==> src/rtl/priority_class_demux.sv <==
// Priority class demultiplexer: routes a tagged AXI-Stream onto one of four
// traffic-class queues through a single output register slice. The class is
// taken from the first beat's priority field and held for the whole packet.
// Per-queue egress packet counters count completed packets.
module priority_class_demux #(
    parameter int C_DATA_WIDTH  = 256,
    parameter int C_TUSER_WIDTH = 128,
    parameter int PRIO_LSB      = 32
) (
    input  logic                      clk,
    input  logic                      rst,

    input  logic [C_DATA_WIDTH-1:0]   s_axis_tdata,
    input  logic [C_DATA_WIDTH/8-1:0] s_axis_tkeep,
    input  logic [C_TUSER_WIDTH-1:0]  s_axis_tuser,
    input  logic                      s_axis_tvalid,
    input  logic                      s_axis_tlast,
    output logic                      s_axis_tready,

    output logic [C_DATA_WIDTH-1:0]   m_axis_tdata,
    output logic [C_DATA_WIDTH/8-1:0] m_axis_tkeep,
    output logic [C_TUSER_WIDTH-1:0]  m_axis_tuser,
    output logic                      m_axis_tlast,
    output logic [3:0]                m_axis_tvalid,
    input  logic [3:0]                m_axis_tready,

    output logic [127:0]              pkt_count
);

    typedef enum logic {
        IDLE,
        IN_PKT
    } state_t;

    state_t                     state_q, state_d;
    logic [1:0]                 class_q, class_d;
    logic [1:0]                 out_class_q, out_class_d;
    logic [3:0]                 tvalid_q, tvalid_d;
    logic                       last_q, last_d;
    logic [C_DATA_WIDTH-1:0]    data_q, data_d;
    logic [C_DATA_WIDTH/8-1:0]  keep_q, keep_d;
    logic [C_TUSER_WIDTH-1:0]   user_q, user_d;
    logic [127:0]               cnt_q, cnt_d;

    logic                       out_full;
    logic                       out_fire;
    logic                       in_fire;
    logic [1:0]                 beat_class;

    // Handshake decode: the slot frees up when the selected queue takes the held beat.
    always_comb begin
        out_full      = |tvalid_q;
        out_fire      = out_full & m_axis_tready[out_class_q];
        s_axis_tready = ~rst & (~out_full | m_axis_tready[out_class_q]);
        in_fire       = s_axis_tvalid & s_axis_tready;
        beat_class    = (state_q == IDLE) ? s_axis_tuser[PRIO_LSB+1 +: 2] : class_q;
    end

    // Next-state logic for the packet FSM, the output slice and the counters.
    always_comb begin
        state_d     = state_q;
        class_d     = class_q;
        out_class_d = out_class_q;
        tvalid_d    = tvalid_q;
        last_d      = last_q;
        data_d      = data_q;
        keep_d      = keep_q;
        user_d      = user_q;
        cnt_d       = cnt_q;

        if (in_fire) begin
            data_d      = s_axis_tdata;
            keep_d      = s_axis_tkeep;
            user_d      = s_axis_tuser;
            last_d      = s_axis_tlast;
            out_class_d = beat_class;
            tvalid_d    = 4'b0001 << beat_class;
            if (state_q == IDLE) begin
                class_d = beat_class;
                state_d = s_axis_tlast ? IDLE : IN_PKT;
            end else if (s_axis_tlast) begin
                state_d = IDLE;
            end
        end else if (out_fire) begin
            tvalid_d = 4'b0000;
        end

        if (out_fire && last_q) begin
            cnt_d[32*out_class_q +: 32] = cnt_q[32*out_class_q +: 32] + 32'd1;
        end
    end

    // Control state, valid flags and counters; all cleared by reset.
    always_ff @(posedge clk) begin
        if (rst) begin
            state_q     <= IDLE;
            class_q     <= 2'd0;
            out_class_q <= 2'd0;
            tvalid_q    <= 4'b0000;
            last_q      <= 1'b0;
            cnt_q       <= '0;
        end else begin
            state_q     <= state_d;
            class_q     <= class_d;
            out_class_q <= out_class_d;
            tvalid_q    <= tvalid_d;
            last_q      <= last_d;
            cnt_q       <= cnt_d;
        end
    end

    // Payload register needs no reset; it is only observed while a valid bit is set.
    always_ff @(posedge clk) begin
        data_q <= data_d;
        keep_q <= keep_d;
        user_q <= user_d;
    end

    assign m_axis_tdata  = data_q;
    assign m_axis_tkeep  = keep_q;
    assign m_axis_tuser  = user_q;
    assign m_axis_tlast  = last_q;
    assign m_axis_tvalid = tvalid_q;
    assign pkt_count     = cnt_q;

endmodule

==> config.mk <==
export PLATFORM = sky130hd
export DESIGN_NAME = priority_class_demux
export DESIGN_NICKNAME = d
export VERILOG_FILES = /design/src/rtl/priority_class_demux.sv
export SDC_FILE = /design/constraint.sdc
export NUM_CORES = 1
export LEC_CHECK = 0
export ABC_AREA = 1
export CAP_MARGIN = 20
export CORE_AREA = 2 2 378 380
export DETAILED_ROUTE_END_ITERATION = 8
export DIE_AREA = 0 0 380 382
export GPL_ROUTABILITY_DRIVEN = 0
export GPL_TIMING_DRIVEN = 0
export SYNTH_ARGS = -nofsm -noshare
export SYNTH_HDL_FRONTEND = slang
export SYNTH_SLANG_ARGS = --single-unit
==> constraint.sdc <==
create_clock -name clk -period 15 [get_ports clk]
set_clock_uncertainty 0.15 [all_clocks]
set_input_delay 3 -clock clk [delete_from_list [all_inputs] [get_ports clk]]
set_output_delay 3 -clock clk [all_outputs]
set_load 0.05 [all_outputs]
---- Word-level counts from Yosys, hierarchy flattened ----
Index checks and enable logic that the tools add are counted.
cells by class
  add/subtract/negate cells ............... 2
  multiply operators ...................... 0
  div/mod/pow operators ................... 0
  $lt $le $gt $ge ......................... 1
  equality and inequality tests ........... 0
  shift-type cells ........................ 4
  muxes and demuxes ....................... 7
  bitwise operators ....................... 7
  reduce and logical (&&, ||, !) cells .... 4
operators with widths
  operator                                                     count
  bitwise mux 128 bit                                          1
  variable shift 32 x 34 -> 128 bit (first input constant)     1
  variable part select 128 x 8 -> 32 bit                       1
  variable part select 32 x 34 -> 128 bit                      1
  negator 7 -> 34 bit                                          1
  adder 32 x 1 -> 32 bit (second input constant)               1
  2-to-1 mux 4 bit                                             2
  OR reduction 4 bit                                           1
  left shift 1 x 2 -> 4 bit (first input constant)             1
  bitwise AND 1 bit                                            3
  less-than comparator 2 x 3 -> 1 bit (second input constant)  1
  inverter 1 bit                                               3
  binary-select mux 1 bit (select 2 bit)                       1
  2-to-1 mux 1 bit                                             2
  2-to-1 mux 2 bit                                             1
  AND reduction 2 bit                                          1
  nonzero test 2 bit                                           1
  logical AND 1 bit                                            1
  OR 1 bit                                                     1
storage, ports and cells
  flip-flop bits (word level) ............. 554
  latch bits .............................. 0
  memory bits (writable) .................. 0
  bits in read-only memories .............. 0
  bits of input ports ..................... 424
  output and inout port bits .............. 550
  word-level logic and storage cells ...... 34
  memories ................................ 0

---- Longest topological paths before layout ----
  word-level depth ........................ 6
  mapped depth ............................ 17
  depth with buffers taken out ............ 15

---- Least setup slack after synthesis ----
Ideal clock, no wire load.
  path type ............................... input to register
  from .................................... in rst
  to ...................................... reg last_q (netlist: m_axis_tlast)
  setup time .............................. 0.097 ns
  arrival ................................. 12.741 ns
  data required time ...................... 14.753 ns
  slack ................................... 2.012 ns
  cell stages on the path ................. 8
  path buffers ............................ 1
  cell sequence ........................... clkbuf_1 -> inv_1 -> nand2_1 -> inv_1 -> nand2_1 -> inv_1 -> nand2_1 -> a21oi_1
between the ends
  cells in the longest elaborated chain, start to end .. 3
ends and longest elaborated chain
  element                 RTL line  RTL
  start: declaration      11        input logic rst,
  inverter 1 bit          54        s_axis_tready = ~rst & (~out_full | m_axis_tready[out_class_q]);
  bitwise AND 1 bit       54
  net s_axis_tready       18        output logic s_axis_tready,
  bitwise AND 1 bit       55        in_fire = s_axis_tvalid & s_axis_tready;
  net in_fire             47        logic in_fire;
  end signal: assignment  107       last_q <= last_d;
  end: declaration        39        logic last_q, last_d;
The timed path passes the listed nets, and every way through them passes these cells.
A chain may end at the register's enable or synchronous reset.

---- Worst setup path after layout ----
  from .................................... in m_axis_tready[1]
  to ...................................... out s_axis_tready
between the ends
  cells in the longest elaborated chain, start to end .. 4
ends and longest elaborated chain
  element                                 RTL line  RTL
  start: declaration                      25        input logic [3:0] m_axis_tready,
  binary-select mux 1 bit (select 2 bit)  54
  2-to-1 mux 1 bit (not written as such)  54
  OR 1 bit                                54
  bitwise AND 1 bit                       54
  end: declaration                        18
No other way between the ends. The select of a mux whose other input is x is not followed.

==> impl_metrics.sql <==
INSERT INTO impl_metrics (metric_group, metric, value, unit) VALUES
('place', 'placed_cells', '4521', ''),
('die', 'die_area', '145000', 'sq um'),
('die', 'std_cell_rows', '138', ''),
('power', 'fin_total_pwr', '4.25', 'mW'),
('finish', 'layout.cell_area.non_filler', '35100', 'sq um'),
('power', 'power.switching', '1.19', 'mW'),
('worst_setup_path', 'endpoint_kind', 'output pin', ''),
('detailed_routing', 'drc', '0', ''),
('synth', 'yosysTopAreaCell', 'edfxtp_1', ''),
('power', 'power.share.clock', '44.5', '%'),
('timing', 'fin_ws', '7.12', 'ns'),
('power', 'worst_vdd_drop', '0.0745', 'mV'),
('worst_hold_path', 'hold_path.class', 'flop to flop', ''),
('finish', 'final.fill_count', '14940', ''),
('timing', 'finalSetupViolCount', '0', ''),
('finish', 'flow.area_growth_from_synthesis', '73.4', '%'),
('die', 'die_outline_height', '382', 'um'),
('place', 'placed_instance_area', '32400', 'sq um'),
('synth', 'ys_types', '34', ''),
('finish', 'area.sequential', '15300', 'sq um'),
('power', 'pwr-share-seq', '41.0', '%'),
('cts', 'post_cts_resize_count', '0', ''),
('cts', 'max-clock-path-buffers', '3', ''),
('timing', 'timing.slew.headroom', '30.1', '%'),
('cts', 'htree_num_levels', '3', ''),
('cts', 'path_clk_slew', '0.05', 'ns'),
('die', 'core_area', '141000', 'sq um'),
('run_status', 'status', 'complete, no violations', ''),
('detailed_routing', 'firstDrtPassIters', '5', ''),
('power', 'intPower', '3.06', 'mW'),
('worst_setup_path', 'worst_path_largest_cell_delay', '0.82', 'ns'),
('worst_setup_path', 'setup.worst_path.start_class', 'input port', ''),
('worst_setup_path', 'critical-path-slowest-cell', 'clkdlybuf4s50_1', ''),
('global_routing', 'wire_length_of_the_first_global_routing_pass', '182000', 'um'),
('timing', 'rsz0062_at_grt', 'no', ''),
('synth', 'yosys_register_bits', '554', ''),
('global_routing', 'grt_start_max_net_pins', '103', ''),
('synth', 'yosysTopAreaCellShare', '61.8', '%'),
('timing', 'timing.setup.tns', '0', 'ns'),
('worst_setup_path', 'critPathMaxFanout', '3', ''),
('synth', 'synth-seq-area-share', '75.4', '%'),
('finish', 'commonest_cells_after_routing_fill_and_taps_aside', 'clkdlybuf4s50_1 (972), nand2_1 (526), edfxtp_1 (416)', ''),
('timing', 'endpoints_failing_hold', '0', ''),
('worst_setup_path', 'timing.critical_path.arrival', '4.73', 'ns'),
('cts', 'clock_tree.root_cell', 'clkbuf_16', ''),
('synth', 'synth.cell_area', '20200', 'sq um'),
('synth', 'synth_cells', '1655', ''),
('power', 'power.share.switching', '27.9', '%'),
('finish', 'final_nets', '3136', ''),
('finish', 'layout.cells.most_common', 'clkdlybuf4s50_1', ''),
('timing', 'post-route-min-period', '7.88', 'ns'),
('synth', 'mapped_avg_cell_area', '12.2', 'sq um'),
('detailed_routing', 'final_antenna_net_count', '0', ''),
('global_routing', 'grt_pass1_vias', '17291', ''),
('global_routing', 'grt_use_total', '19.4', '%'),
('worst_setup_path', 'crit_family', 'buffers and inverters', ''),
('finish', 'stdcell_count', '4678', ''),
('cts', 'cts_tree', 'done', ''),
('worst_setup_path', 'crit_required', '11.85', 'ns'),
('worst_setup_path', 'setup.worst_path.class', 'input port to output pin', ''),
('die', 'starting_density_of_the_core', '14.4', '%'),
('detailed_routing', 'dr_total_vias', '18499', ''),
('timing', 'timing.fmax', '127', 'MHz'),
('place', 'detailedPlace.worstSlack', '7.09', 'ns'),
('global_routing', 'antenna_found_initial', '174', ''),
('global_routing', 'gr-total-overflow', '0', ''),
('place', 'port_buffers', '972', ''),
('worst_setup_path', 'critical-path-top-cell-by-count', 'nand2_1', ''),
('detailed_routing', 'vias_per_cell', '3.95', ''),
('worst_setup_path', 'cp_bufs_invs', '3', ''),
('cts', 'clock_latency', '0.67', 'ns');
final timing paths:
path,start,end,slack (ns),cells past startpoint
worst max-delay path,m_axis_tready[1],s_axis_tready,7.12,8
worst min-delay path,pkt_count[1]$_SDFFE_PP0P_,pkt_count[1]$_SDFFE_PP0P_,0.34,2
worst max register to register,out_class_q[0]$_SDFFE_PP0P_,m_axis_tdata[92]$_DFFE_PP_,10.91,14
worst min register to register,pkt_count[1]$_SDFFE_PP0P_,pkt_count[1]$_SDFFE_PP0P_,0.34,2
layer usage:
metal  vias to the layer above  global-route usage [%]  wire length (um)
li1                       7827                       -                 -
met1                      8717                    19.7             47800
met2                      1390                    32.6             68700
met3                       457                    12.1             22400
met4                       108                    6.75              5840
met5                         -                       0               678
cells by family (layout without fill, tap and decap cells):
logic type / after synthesis / count (layout) / share of synthesized area [%]
AND/OR/NAND/NOR: 761 / 761 / 16.0
flip-flops: 554 / 554 / 75.4
buffers and inverters: 172 / 1283 / 3.75
AO/OA/AOI/OAI: 151 / 151 / 3.77
XOR/XNOR: 11 / 11 / 0.699
adder cells (fa/ha/maj): 6 / 6 / 0.371
other: 0 / 22 / 0
cell usage after synthesis, drive strengths merged:
library cell and count:
nor4 1, and2 2, nand3 98, a21oi 140, nand3b 7, dfxtp 138
inv 94, a32oi 1, nor2 67, or2 1, xor2 11, a211oi 1
o21ai 9, nor3 8, edfxtp 416, clkbuf 38, nand4 45, ha 6
nand2 532, buf 40
area by class of cell:
class	instances	share of cell area [%]
antenna	22	0.157
buffer	78	1.13
clock buffer	90	5.78
clock inverter	45	1.56
inverter	94	1.06
multi-input combinational	929	12.0
sequential	554	43.5
tap	1890	6.74
timing repair buffer	976	28.1
worst min-delay path: stages, from the launching register on:
cell     delay (ns)
dfxtp_1        0.32
nand2_1        0.06
a21oi_1        0.05
power by group through the flow:
stage / logic (mW) / clock network [mW] / registers [mW]
after global routing: 0.637 / 2.00 / 1.75
after floorplan: 0.0884 / 0 / 2.00
after CTS: 0.620 / 1.95 / 1.74
after global placement: 0.611 / 0 / 1.82
after detailed placement: 0.619 / 0 / 1.78
final: 0.616 / 1.89 / 1.74
registers in the layout, summed over array words and instances, names as in the netlist:
| signal | flops |
|---|---|
| m_axis_tuser | 128 |
| m_axis_tkeep | 32 |
| m_axis_tlast | 1 |
| pkt_count | 128 |
| m_axis_tvalid | 4 |
| out_class_q | 2 |
| state_q | 1 |
| m_axis_tdata | 256 |
| class_q | 2 |
metrics by stage:
step | util (%) | hold WS (ns)
after floorplan | - | 0.339
after global placement | 22.9 | 0.322
after detailed placement | 23.0 | 0.321
after CTS | 24.8 | 0.330
after global routing | 24.9 | 0.358
final | 24.9 | 0.335
(Power assumes the default switching activity.)
